[config.mk]
export PLATFORM = sky130hd
export DESIGN_NAME = imem_boot_loader_flat
export DESIGN_NICKNAME = d
export VERILOG_FILES = /design/src/rtl/imem_boot_loader_if.sv /design/src/rtl/imem_boot_loader.sv /design/src/flat_wrapper.sv
export SDC_FILE = /design/constraint.sdc
export NUM_CORES = 1
export LEC_CHECK = 0
export ABC_AREA = 1
export CAP_MARGIN = 15
export CORE_MARGIN = 2
export CORE_UTILIZATION = 55
export CTS_BUF_LIST = sky130_fd_sc_hd__clkbuf_8
export CTS_CLUSTER_DIAMETER = 100
export DETAILED_ROUTE_END_ITERATION = 10
export DONT_BUFFER_PORTS = 1
export GPL_TIMING_DRIVEN = 0
export HOLD_SLACK_MARGIN = 0.03
export PLACE_DENSITY = 0.72
export RECOVER_POWER = 50
export SLEW_MARGIN = 20
export SYNTH_ARGS = -nofsm -noshare
export SYNTH_HDL_FRONTEND = slang
export SYNTH_SLANG_ARGS = --single-unit
[constraint.sdc]
create_clock -name clk -period 3.9 [get_ports clk]
set_clock_uncertainty 0.2 [all_clocks]
set_input_delay 0.585 -clock clk [delete_from_list [all_inputs] [get_ports clk]]
set_output_delay 0.585 -clock clk [all_outputs]
set_load 0.005 [all_outputs]
[src/rtl/imem_boot_loader_if.sv]
// Byte-stream and instruction-memory write bundle for imem_boot_loader.
//   byte_valid/byte_data/byte_ready : incoming boot stream handshake
//   imem_we/imem_addr/imem_wdata    : one-cycle word write into instruction memory
//   cpu_hold/load_done/load_error   : pipeline stall and sticky load status
interface imem_boot_loader_if;
   logic        byte_valid;
   logic [7:0]  byte_data;
   logic        byte_ready;
   logic        imem_we;
   logic [31:0] imem_addr;
   logic [31:0] imem_wdata;
   logic        cpu_hold;
   logic        load_done;
   logic        load_error;

   // stream source / status consumer
   modport master (
      output byte_valid, byte_data,
      input  byte_ready, imem_we, imem_addr, imem_wdata, cpu_hold, load_done, load_error
   );

   // the loader itself
   modport slave (
      input  byte_valid, byte_data,
      output byte_ready, imem_we, imem_addr, imem_wdata, cpu_hold, load_done, load_error
   );
endinterface

[src/rtl/imem_boot_loader.sv]
// Instruction memory boot loader: takes a byte stream (16-bit word count,
// big-endian 32-bit words, XOR checksum byte), writes each word into
// instruction memory and holds the CPU until the image is verified.
//   clk   : system clock
//   reset : asynchronous, active-high reset
//   bus   : imem_boot_loader_if.slave (stream in, imem write out, status out)
module imem_boot_loader #(
   parameter int unsigned DEPTH     = 64,
   parameter logic [31:0] BASE_ADDR = 32'h0000_0000
) (
   input logic               clk,
   input logic               reset,
   imem_boot_loader_if.slave bus
);

   localparam int unsigned IDX_W = $clog2(DEPTH + 1);

   typedef enum logic [2:0] {
      CNT_HI, CNT_LO, DATA, CHECK, DONE, ERR
   } state_t;

   state_t             state_q;
   logic [15:0]        count_q;
   logic [IDX_W-1:0]   word_idx;
   logic [1:0]         byte_idx;
   logic [23:0]        asm_q;
   logic [7:0]         xor_q;

   logic               acc;
   logic [15:0]        cnt_w;
   logic               last_word;

   assign acc       = bus.byte_valid && bus.byte_ready;
   // full count as it will be once the low byte lands
   assign cnt_w     = {count_q[15:8], bus.byte_data};
   assign last_word = (16'(word_idx) + 16'd1) == count_q;

   // stream FSM with registered outputs
   always_ff @(posedge clk or posedge reset) begin
      if (reset) begin
         state_q        <= CNT_HI;
         count_q        <= '0;
         word_idx       <= '0;
         byte_idx       <= '0;
         asm_q          <= '0;
         xor_q          <= '0;
         bus.byte_ready <= 1'b1;
         bus.imem_we    <= 1'b0;
         bus.imem_addr  <= BASE_ADDR;
         bus.imem_wdata <= '0;
         bus.cpu_hold   <= 1'b1;
         bus.load_done  <= 1'b0;
         bus.load_error <= 1'b0;
      end else begin
         bus.imem_we <= 1'b0;
         case (state_q)
            CNT_HI: begin
               if (acc) begin
                  count_q[15:8] <= bus.byte_data;
                  xor_q         <= xor_q ^ bus.byte_data;
                  state_q       <= CNT_LO;
               end
            end
            CNT_LO: begin
               if (acc) begin
                  count_q[7:0] <= bus.byte_data;
                  xor_q        <= xor_q ^ bus.byte_data;
                  if (cnt_w > 16'(DEPTH)) begin
                     state_q        <= ERR;
                     bus.byte_ready <= 1'b0;
                     bus.load_error <= 1'b1;
                  end else if (cnt_w == 16'd0) begin
                     state_q <= CHECK;
                  end else begin
                     state_q <= DATA;
                  end
               end
            end
            DATA: begin
               if (acc) begin
                  xor_q <= xor_q ^ bus.byte_data;
                  if (byte_idx == 2'd3) begin
                     bus.imem_we    <= 1'b1;
                     bus.imem_wdata <= {asm_q, bus.byte_data};
                     bus.imem_addr  <= BASE_ADDR + (32'(word_idx) << 2);
                     word_idx       <= word_idx + IDX_W'(1);
                     byte_idx       <= 2'd0;
                     if (last_word) begin
                        state_q <= CHECK;
                     end
                  end else begin
                     asm_q    <= {asm_q[15:0], bus.byte_data};
                     byte_idx <= byte_idx + 2'd1;
                  end
               end
            end
            CHECK: begin
               if (acc) begin
                  bus.byte_ready <= 1'b0;
                  if (bus.byte_data == xor_q) begin
                     state_q       <= DONE;
                     bus.cpu_hold  <= 1'b0;
                     bus.load_done <= 1'b1;
                  end else begin
                     state_q        <= ERR;
                     bus.load_error <= 1'b1;
                  end
               end
            end
            DONE: begin
            end
            ERR: begin
            end
            default: begin
               // unused encodings fail safe: stall and flag
               state_q        <= ERR;
               bus.byte_ready <= 1'b0;
               bus.cpu_hold   <= 1'b1;
               bus.load_done  <= 1'b0;
               bus.load_error <= 1'b1;
            end
         endcase
      end
   end

endmodule

[src/flat_wrapper.sv]
// flat-port wrapper written by rule: the top's interface ports become plain ports
module imem_boot_loader_flat 
#(
   parameter int unsigned DEPTH     = 64,
   parameter logic [31:0] BASE_ADDR = 32'h0000_0000
)
  (clk, reset, bus_byte_valid, bus_byte_data, bus_byte_ready, bus_imem_we, bus_imem_addr, bus_imem_wdata, bus_cpu_hold, bus_load_done, bus_load_error);
  imem_boot_loader_if bus_i ();
  input logic clk;
  input logic reset;
  input wire logic [$bits(bus_i.byte_valid)-1:0] bus_byte_valid;
  input wire logic [$bits(bus_i.byte_data)-1:0] bus_byte_data;
  output wire logic [$bits(bus_i.byte_ready)-1:0] bus_byte_ready;
  output wire logic [$bits(bus_i.imem_we)-1:0] bus_imem_we;
  output wire logic [$bits(bus_i.imem_addr)-1:0] bus_imem_addr;
  output wire logic [$bits(bus_i.imem_wdata)-1:0] bus_imem_wdata;
  output wire logic [$bits(bus_i.cpu_hold)-1:0] bus_cpu_hold;
  output wire logic [$bits(bus_i.load_done)-1:0] bus_load_done;
  output wire logic [$bits(bus_i.load_error)-1:0] bus_load_error;
  assign bus_i.byte_valid = bus_byte_valid;
  assign bus_i.byte_data = bus_byte_data;
  assign bus_byte_ready = bus_i.byte_ready;
  assign bus_imem_we = bus_i.imem_we;
  assign bus_imem_addr = bus_i.imem_addr;
  assign bus_imem_wdata = bus_i.imem_wdata;
  assign bus_cpu_hold = bus_i.cpu_hold;
  assign bus_load_done = bus_i.load_done;
  assign bus_load_error = bus_i.load_error;
  imem_boot_loader #(.DEPTH(DEPTH), .BASE_ADDR(BASE_ADDR)) u_core (.clk(clk), .reset(reset), .bus(bus_i));
endmodule
==> results of run 1 <==
-- layer usage --
layer	track usage	wire, microns
met1	0.2953	4001
met5	0	0
met2	0.3468	4086
met3	0.06640	641
met4	0.06763	140
-- area by class of cell --
type | count | area share
sequential | 104 | 0.5152
multi-input combinational | 345 | 0.3160
buffer | 43 | 0.05494
inverter | 49 | 0.03662
tap | 105 | 0.02598
clock buffer | 9 | 0.02450
clock inverter | 7 | 0.01930
timing repair buffer | 2 | 0.007424
-- registers in the layout (all words and copies together), names as in the netlist --
signal and flops:
u_core.bus.imem_wdata 32, u_core.asm_q 24, u_core.count_q 16, u_core.xor_q 8
u_core.bus.imem_addr 7, u_core.word_idx 7, u_core.state_q 3, u_core.byte_idx 2
u_core.bus.byte_ready 1, u_core.bus.cpu_hold 1, u_core.bus.imem_we 1, u_core.bus.load_done 1
u_core.bus.load_error 1
-- path summary, 6_finish.rpt --
path                                            startpoint                                    to  slack, ns  cells past startpoint
hold reg to reg            u_core.bus.cpu_hold$_DFFE_PP1P_       u_core.bus.cpu_hold$_DFFE_PP1P_       0.28                      2
setup reg to reg             u_core.state_q[2]$_DFFE_PP0P_           u_core.asm_q[8]$_DFFE_PP0P_       1.83                      9
min in group asynchronous                            reset  u_core.bus.imem_wdata[2]$_DFFE_PP0P_       0.99                      2
setup / recovery                                     reset        u_core.word_idx[4]$_DFFE_PP0P_       1.54                      3
hold / removal                            bus_byte_data[0]           u_core.xor_q[0]$_DFFE_PP0P_       0.24                      2
max in group clk             u_core.state_q[2]$_DFFE_PP0P_           u_core.asm_q[8]$_DFFE_PP0P_       1.83                      9
-- what timing repair did --
action,in CTS,in global routing
hold buffers,1,0
buffers inserted,0,0
hold endpoints to repair,43,0
-- report_power, final --
part	switching [mW]	leakage, nW	internal [mW]
clock	0.411	0.111	0.317
sequential	0	1.42	1.08
combinational	0.0415	0.964	0.0237
total	0.452	2.50	1.42
-- metrics by stage --
stage,hold WS (ns),utilization,setup WS [ns],instance area [sq um],std cells
after floorplan,0.2434,-,0.3861,4672,541
after detailed placement,0.2630,0.5945,1.905,4836,647
after CTS,0.2344,0.6230,1.944,5067,664
after global placement,0.2547,0.5905,-0.6061,4803,646
after global routing,0.2455,0.6216,1.217,5056,664
final,0.2447,0.6216,1.538,5056,664
-- cell usage after synthesis (2+ instances only) --
cell type	instances
sky130_fd_sc_hd__nand2_1	162
sky130_fd_sc_hd__dfrtp_1	102
sky130_fd_sc_hd__inv_1	44
sky130_fd_sc_hd__o21ai_0	41
sky130_fd_sc_hd__o21ai_1	36
sky130_fd_sc_hd__buf_4	26
sky130_fd_sc_hd__nor2_1	21
sky130_fd_sc_hd__nand3_1	20
sky130_fd_sc_hd__buf_2	9
sky130_fd_sc_hd__clkbuf_1	7
sky130_fd_sc_hd__mux2_2	6
sky130_fd_sc_hd__nand4_1	6
sky130_fd_sc_hd__xor2_1	6
sky130_fd_sc_hd__inv_2	5
sky130_fd_sc_hd__xnor2_1	4
sky130_fd_sc_hd__nor2_4	3
sky130_fd_sc_hd__nor3_1	3
sky130_fd_sc_hd__a21boi_0	2
sky130_fd_sc_hd__dfstp_2	2
sky130_fd_sc_hd__ha_1	2
-- cells by family (layout without fill, tap and decap cells) --
kind of cell,after synthesis,count (layout)
buffers and inverters,92,110
other,1,25
AO/OA/AOI/OAI,82,82
multiplexers,7,7
flip-flops,104,104
adder cells (fa/ha/maj),2,2
XOR/XNOR,10,10
AND/OR/NAND/NOR,219,219
-- critical path: cells and delay by family --
| family | cells | cell delay (ns) |
|---|---|---|
| buf+inv | 3 | 2.08 |
==> results.md, run 1 <==
* Global-route wire length before repair at 15350 microns
* GR Util All Layers at 0.2202
* Pre-antenna DRT Iters at 5
* Xor/xnor share of the synthesized area at 0.01912
* Synth warn at 0
* Crit path time final at 2.362 ns
* Category of the worst setup path launch point: primary input
* Compound-Gate Fraction of Synth Area at 0.09175
* TritonCTS buffer count at 9
* Clock tree from TritonCTS: yes
* Top-area cell type share of the netlist area at 0.5571
* Leakage Power at 2.495 nW
* Htree depth at 3
* Die extent in y at 95.27 microns
* Total power density per cell area at 370.0 nW/um^2
* Clock-pin slew reported for the worst setup and hold paths after clock tree synthesis at 0.11 ns
* Combinational family with the most area after synthesis: simple AND/OR/NAND/NOR gates
* Power Total at 1.871 mW
* Inserted Diodes at 0
* Number of failing hold endpoints at the final stage at 0
* Final WL at 8869 microns
* Failing checks: max-capacitance violations, max-slew violations
* Most frequent cells in the layout: sky130_fd_sc_hd__nand2_1, sky130_fd_sc_hd__dfrtp_1, sky130_fd_sc_hd__inv_1
* Crit-path max FO at 59
* Nets at 567
* Post-route setup TNS at 0 ns
* Adder and majority gate portion of the synthesized area at 0.005461
* Root cell of the clock tree: sky130_fd_sc_hd__clkbuf_8
* Routability-driven placement congestion ratio at 0.8708
* Top cell type by total area after synthesis: sky130_fd_sc_hd__dfrtp_1
* Simple-gate portion of the synthesized area at 0.1963
* Fraction of registers with async set/reset at 1.000
* Post-Synthesis Mean Instance Area at 8.862 sq um
* Detailed placer's ending HPWL at 6348 microns
* # rows at 33
* Flop and latch count out of synthesis at 104
* Share of synthesized area occupied by flip-flops and latches at 0.5685
* Type of the setup path with the least slack: in -> async
* Period utilization at 0.6056
* Critical Path Sink Type: async pin
* Setup repair after global routing missed its margin: false
* Worst IR drop on VDD at 0.2142 mV
* Top-level port count at 80
* Congestion Overflow GR at 0
* Number of buffers between clock root and the deepest sink at 2
* Clock insertion delay at the later pin of the skew report at 0.38 ns
* Reg area at 2605 sq um
* Fraction of final layout cells sized beyond drive strength 1 at 0.1270
* Crit-path cells: dlygate4sd3_1 > clkinvlp_2 > buf_16
* Antenna violation net count after detailed routing at 0
* Slew at the pin closest to its max-slew limit at 2.080 ns
* Fmax achieved at 0.4234 GHz
* Worst path arrival time at 2.72 ns
* Synthesized area at 4582 sq um
* Predominant post-synthesis flop cell: sky130_fd_sc_hd__dfrtp_1
* Portion of netlist area occupied by mux cells at 0.01720
* Maximum number of pins on one net before global-route repair at 60
* Post-detailed-route via-to-cell ratio at 5.053
* Number of clock sinks at 104
* Number of fill cells at 718
* Distinct cell type count of the synthesized netlist at 30
* Violation count after the first detailed-route iteration at 165
* Cts repair resizes at 0
* DIE AREA at 9076 sq um
* Most common cell after layout, fill and taps aside: sky130_fd_sc_hd__nand2_1
* Core region area at 8134 sq um
* Result of the run: finished with violations
* Port Buf Inserts at 0
* Crit path required time at 4.26 ns
* Horizontal die dimension at 95.27 microns
* Final setup violating endpoints at 0
* DR vias at 3355
* Slowest stage cell, crit path: sky130_fd_sc_hd__clkinvlp_2
* Multi-input gate area at 1598 sq um
* Number of remaining DRC errors at 0
* Maximum Capacitance Violations at 1
* Average routed wire per standard cell at 13.36 microns
* Cells after synthesis at 517
* Max-slew violation total from the final report at 46
* Antenna violations before repair at 0
* Hold WC Path Type: in -> reg
* P&R area growth vs syn at 10.35%
* Number of enable-type register cells in the synthesized netlist at 0
* Peak per-stage delay on the critical path at 1.19 ns
* Starting utilization of the core area at 0.5633
* Synth area leaders: sky130_fd_sc_hd__dfrtp_1, sky130_fd_sc_hd__nand2_1, sky130_fd_sc_hd__o21ai_0
* Vias in the first global route at 3270
* Slew margin rel. at -0.3942
No activity file was read; power rests on OpenSTA's default activity.
==> run 2: changes to the inputs <==
==> constraint.sdc (replaced) <==
create_clock -name clk -period 2.2 [get_ports clk]
set_clock_uncertainty 0.2 [all_clocks]
set_input_delay 0.33 -clock clk [delete_from_list [all_inputs] [get_ports clk]]
set_output_delay 0.33 -clock clk [all_outputs]
set_load 0.005 [all_outputs]
==> run 2 against run 1 <==
Compared with the run above: the run now ends clean; routed wire length up 2.0%; critical endpoint is now u_core.state_q[0]$_DFFE_PP0P_; worst hold slack worse by 0.21 ns; final cell count up 1.1%; die area unchanged; flip-flop and latch count unchanged; global-route usage up 0.18 points; clock power up 66%; critical path type is now reg -> reg.
==> results.md, run 2 (synthesized netlist as in run 1, its figures left out) <==
* Most common cell after layout, fill and taps aside: sky130_fd_sc_hd__nand2_1
* Cell count of the worst reg-to-reg path at 10
* Number of remaining DRC errors at 0
* Clock tree from TritonCTS: yes
* Post-route insts no fill at 671
* Antenna violations before repair at 0
* Period utilization at 0.8878
* Hold WC Path Type: in -> reg
* Most flop-heavy register: u_core.bus.imem_wdata
* Multi-input gate area at 1605 sq um
* Met1 Use GR at 0.2977
* Port Buf Inserts at 0
* Reg area at 2605 sq um
* Pre-antenna DRT Iters at 4
* Crit path required time at 2.31 ns
* Number of post-CTS setup repair buffers at 0
* Placed Cells at 649
* Category of the worst setup path launch point: register
* Worst Min Path Start: bus_byte_data[3]
* Global-route wire length before repair at 15480 microns
* Slowest stage cell, crit path: sky130_fd_sc_hd__dfrtp_1
* DIE AREA at 9076 sq um
* Maximum Capacitance Violations at 0
* Congestion Overflow GR at 0
* Number of fill cells at 697
* DR vias at 3380
* P&R area growth vs syn at 11.69%
* Horizontal die dimension at 95.27 microns
* # rows at 33
* Max-slew violation total from the final report at 0
* Vias in the first global route at 3302
* Setup WS post-layout at 0.2468 ns
* Global routing usage on met2 at 0.3556
* Result of the run: finished, final reports clean
* Total power density per cell area at 635.6 nW/um^2
* GR Util All Layers at 0.2220
* Average routed wire per standard cell at 13.48 microns
* Number of buffers between clock root and the deepest sink at 2
* Type of the setup path with the least slack: reg -> reg
* Detailed placer's ending HPWL at 6576 microns
* Leakage Power at 2.522 nW
* Most frequent cells in the layout: sky130_fd_sc_hd__nand2_1, sky130_fd_sc_hd__dfrtp_1, sky130_fd_sc_hd__inv_1
* Number of buffers and inverters on the critical path at 0
* Cell type group with the largest total delay on the critical path: simple AND/OR/NAND/NOR gates
* TritonCTS buffer count at 9
* Root cell of the clock tree: sky130_fd_sc_hd__clkbuf_8
* Hold bufs inserted after CTS at 6
* Inserted Diodes at 0
* Violation count after the first detailed-route iteration at 137
* Crit path time final at 1.953 ns
* Starting utilization of the core area at 0.5633
* Worst IR drop on VDD at 0.3538 mV
* Core region area at 8134 sq um
* Clock-pin slew reported for the worst setup and hold paths after clock tree synthesis at 0.10 ns
* Worst-case hold path end point: u_core.bus.imem_wdata[3]$_DFFE_PP0P_
* Setup repair after global routing missed its margin: false
* Routability-driven placement congestion ratio at 0.8645
* Antenna violation net count after detailed routing at 0
* Final setup violating endpoints at 0
* Nets at 574
* Clock insertion delay at the later pin of the skew report at 0.37 ns
* Most repeated library cell on the critical path: sky130_fd_sc_hd__nand2_1
* Power Total at 3.252 mW
* Area post-placement at 4867 sq um
* Cts repair resizes at 0
* Peak per-stage delay on the critical path at 0.45 ns
* Number of clock sinks at 104
* GRT busiest layer: met2
* Slew margin rel. at 0.1739
* Fraction of final layout cells sized beyond drive strength 1 at 0.1272
* Final hold slack at 0.03009 ns
* Fmax achieved at 0.5120 GHz
* Crit-path max FO at 6
* Registers with the most flip-flops: u_core.bus.imem_wdata x32, u_core.asm_q x24, u_core.count_q x16
* Area of all placed cells without fillers at 5117 sq um
* Crit-path cells: ha_1 > nand3_1 > o21ai_0 > and2_1 > nor2_1 > nor2_1 > nand2_1 > nand2_1 > nand3_1 > nand2_1
* Worst path arrival time at 2.06 ns
* FF-to-FF End: u_core.state_q[0]$_DFFE_PP0P_
* Slew at the pin closest to its max-slew limit at 1.232 ns
* Final WL at 9043 microns
* Met3 track utilization from global routing at 0.04427
* Flip-flop count of the largest register, all copies and words added at 32
* Critical path launch point: u_core.word_idx[1]$_DFFE_PP0P_
* Htree depth at 3
* Top-level port count at 80
* Register-to-Register Setup Slack at 0.25 ns
* Die extent in y at 95.27 microns
* Post-detailed-route via-to-cell ratio at 5.037
* Number of failing hold endpoints at the final stage at 0
* Origin of the critical flop-to-flop path: u_core.word_idx[1]$_DFFE_PP0P_
* Setup WS pre-CTS at 0.2865 ns
* Hold-critical path depth at 2
* Maximum number of pins on one net before global-route repair at 29
* Critical Path Sink Type: register
## run 2: cell type report
class	instances	area share
Sequential cell	104	0.5090
Multi-Input combinational cell	345	0.3137
Buffer	43	0.05428
Inverter	49	0.03619
Tap cell	105	0.02567
Clock buffer	9	0.02421
Timing Repair Buffer	9	0.02176
Clock inverter	7	0.01516
## run 2: where the power goes
| group | internal [mW] | switching [mW] |
|---|---|---|
| clock network | 0.540 | 0.673 |
| logic | 0.0515 | 0.0772 |
| registers | 1.91 | 0 |
| total | 2.50 | 0.751 |
## run 2: worst max-delay path by stage
stage / endpoint / slack [ns] / depth (start not counted)
4_1_cts: u_core.asm_q[7]$_DFFE_PP0P_ / 0.26 / 9
6_report: u_core.state_q[0]$_DFFE_PP0P_ / 0.25 / 10
3_3_place_gp: u_core.bus.imem_addr[7]$_DFFE_PP0P_ / -0.07 / 1
5_1_grt: u_core.state_q[0]$_DFFE_PP0P_ / 0.01 / 10
3_5_place_dp: u_core.state_q[0]$_DFFE_PP0P_ / 0.29 / 10
2_1_floorplan: u_core.asm_q[0]$_DFFE_PP0P_ / 0.43 / 1
## run 2: stage by stage
stage / util / TNS, ns
global placement: 0.5910 / -6.162
detailed placement: 0.5984 / 0
CTS: 0.6305 / 0
floorplan: - / 0
global route: 0.6291 / 0
finish: 0.6291 / 0
## run 2: layer usage
metal  part of all wire  up-vias
met1               0.45     1585
met5                  0        -
li1                   -     1680
met3              0.064       15
met4              0.017        0
met2               0.46      100
==> run 3: changes to the inputs <==
==> constraint.sdc (replaced) <==
create_clock -name clk -period 2 [get_ports clk]
set_clock_uncertainty 0.2 [all_clocks]
set_input_delay 0.3 -clock clk [delete_from_list [all_inputs] [get_ports clk]]
set_output_delay 0.3 -clock clk [all_outputs]
set_load 0.005 [all_outputs]
==> run 3 against run 2 <==
Compared with the run above: worst setup slack worse by 0.11 ns; clock power up 11%; final area up 0.81%; core utilization up 0.51 points; combinational power up 12%; highest routed layer unchanged.
==> results.md, run 3 (synthesized netlist as in run 1, its figures left out) <==
* Result of the run: finished, final reports clean
* Origin of the critical flop-to-flop path: u_core.state_q[2]$_DFFE_PP0P_
* Nets at 576
* Detailed-routed wire length on met2 at 4240 microns
* Worst path arrival time at 1.92 ns
* # rows at 33
* Inserted Diodes at 0
* Number of fill cells at 692
* Core region area at 8134 sq um
* Htree depth at 3
* Critical Path Sink Type: register
* Number of buffers between clock root and the deepest sink at 2
* Setup repair after global routing missed its margin: true
* M1 wire length at 4116 microns
* Most frequent cells in the layout: sky130_fd_sc_hd__nand2_1, sky130_fd_sc_hd__dfrtp_1, sky130_fd_sc_hd__inv_1
* Highest routed metal layer: met4
* Routability-driven placement congestion ratio at 0.8645
* Clock-pin slew reported for the worst setup and hold paths after clock tree synthesis at 0.10 ns
* Maximum number of pins on one net before global-route repair at 29
* Worst IR drop on VDD at 0.3907 mV
* Number of remaining DRC errors at 0
* Met3 wire length at 590 microns
* Most flop-heavy register: u_core.bus.imem_wdata
* Top-level port count at 80
* Register-to-Register Setup Slack at 0.13 ns
* Final setup violating endpoints at 0
* Slew margin rel. at 0.1740
* Registers with the most flip-flops: u_core.bus.imem_wdata x32, u_core.asm_q x24, u_core.count_q x16
* TritonCTS buffer count at 9
* Average routed wire per standard cell at 13.52 microns
* Hold WC Path Type: in -> reg
* Area of all placed cells without fillers at 5159 sq um
* Flip-flop count of the largest register, all copies and words added at 32
* Maximum Capacitance Violations at 0
* Type of the setup path with the least slack: reg -> reg
* Antenna violation net count after detailed routing at 0
* Pre-antenna DRT Iters at 7
* Utilization of the core after routing at 0.6342
* Antenna violations before repair at 0
* FF-to-FF End: u_core.asm_q[0]$_DFFE_PP0P_
* Most common cell after layout, fill and taps aside: sky130_fd_sc_hd__nand2_1
* Congestion Overflow GR at 0
* Hold-critical path depth at 2
* Crit path required time at 2.06 ns
* Global-route wire length before repair at 15480 microns
* Category of the worst setup path launch point: register
* Detailed placer's ending HPWL at 6576 microns
* Die extent in y at 95.27 microns
* Starting utilization of the core area at 0.5633
* GR Util All Layers at 0.2222
* Worst-case hold path end point: u_core.bus.imem_wdata[6]$_DFFE_PP0P_
* DIE AREA at 9076 sq um
* P&R area growth vs syn at 12.59%
* Fmax achieved at 0.5357 GHz
* Clock insertion delay at the later pin of the skew report at 0.37 ns
* DR vias at 3389
* Root cell of the clock tree: sky130_fd_sc_hd__clkbuf_8
* Number of failing hold endpoints at the final stage at 0
* Worst Min Path Start: bus_byte_data[6]
* Final WL at 9101 microns
* Number of clock sinks at 104
* Horizontal die dimension at 95.27 microns
* Placed Cells at 649
* Post-detailed-route via-to-cell ratio at 5.036
* Port Buf Inserts at 0
* Leakage Power at 2.545 nW
* Vias in the first global route at 3302
* Crit-path max FO at 10
* Post-route insts no fill at 673
* Slew at the pin closest to its max-slew limit at 1.232 ns
* Crit path time final at 1.867 ns
* Violation count after the first detailed-route iteration at 139
* Max-slew violation total from the final report at 0
* Fraction of final layout cells sized beyond drive strength 1 at 0.1426
* Cell count of the worst reg-to-reg path at 9
* Area post-placement at 4867 sq um
* Period utilization at 0.9333
* Clock tree from TritonCTS: yes
* Total power density per cell area at 695.1 nW/um^2
[run 3: changes by cell type in the layout (fill, tap and decap cells not counted), moves of 2 or more]
cell,previous run,this run
sky130_fd_sc_hd__buf_4,26,28
sky130_fd_sc_hd__clkbuf_1,7,3
sky130_fd_sc_hd__clkbuf_2,0,3
sky130_fd_sc_hd__dfrtp_1,102,100
sky130_fd_sc_hd__dfrtp_2,0,2
[run 3: layout make-up]
type,instances,area [sq um],area share
tap,105,131.4,0.02547
timing repair buffer,11,132.6,0.02571
buffer,43,287.8,0.05578
clock buffer,9,123.9,0.02401
sequential,104,2608,0.5055
inverter,49,187.7,0.03638
multi-input combinational,345,1610,0.3122
clock inverter,7,77.57,0.01504
[run 3: per-stage QoR]
| stage | setup WS, ns | TNS, ns | power, mW | hold slack (ns) |
|---|---|---|---|---|
| 4_1_cts | 0.06185 | 0 | 3.621 | 0.03002 |
| 3_5_place_dp | 0.08646 | 0 | 2.278 | 0.07524 |
| 6_report | 0.1333 | 0 | 3.586 | 0.03596 |
| 2_1_floorplan | 0.2561 | 0 | 2.240 | 0.2434 |
| 3_3_place_gp | -0.2373 | -23.50 | 2.262 | 0.2566 |
| 5_1_grt | -0.01263 | -0.02045 | 3.713 | 0.04121 |
[run 3: timing repair]
action	4_1_cts	5_1_grt
hold buffers	7	0
resized for setup	0	18
setup endpoints to repair	0	62
hold endpoints to repair	38	0
setup buffers	0	1
[run 3: worst max-delay path by stage]
stage | start | endpoint | slack (ns) | cells after the start
3_5_place_dp | u_core.word_idx[1]$_DFFE_PP0P_ | u_core.state_q[0]$_DFFE_PP0P_ | 0.09 | 10
3_3_place_gp | reset | u_core.bus.imem_addr[7]$_DFFE_PP0P_ | -0.24 | 1
6_report | u_core.state_q[2]$_DFFE_PP0P_ | u_core.asm_q[0]$_DFFE_PP0P_ | 0.13 | 9
5_1_grt | u_core.word_idx[1]$_DFFE_PP0P_ | u_core.state_q[0]$_DFFE_PP0P_ | -0.01 | 12
4_1_cts | u_core.state_q[2]$_DFFE_PP0P_ | u_core.asm_q[7]$_DFFE_PP0P_ | 0.06 | 9
2_1_floorplan | reset | u_core.asm_q[0]$_DFFE_PP0P_ | 0.26 | 1
[run 3: critical path, stage by stage, from the launching register on]
cell and delay (ns):
sky130_fd_sc_hd__dfrtp_2 0.46, sky130_fd_sc_hd__nor2_4 0.17, sky130_fd_sc_hd__inv_2 0.07, sky130_fd_sc_hd__nor2_4 0.10
sky130_fd_sc_hd__inv_2 0.05, sky130_fd_sc_hd__nor2_4 0.12, sky130_fd_sc_hd__nand2_2 0.16, sky130_fd_sc_hd__clkbuf_2 0.24
sky130_fd_sc_hd__nand2_1 0.10, sky130_fd_sc_hd__o21ai_0 0.08
[run 3: routing by layer]
layer  global-route usage  vias to the layer above
li1                     -                     1685
met1               0.2977                     1594
met2               0.3574                       95
met3              0.04269                       15
met4              0.09058                        0
met5                    0                        -
[run 3: report_power, final]
group          switching [mW]  internal (mW)  total, mW
clock network           0.746          0.595       1.34
logic                  0.0861         0.0586      0.145
registers                   0           2.10       2.10
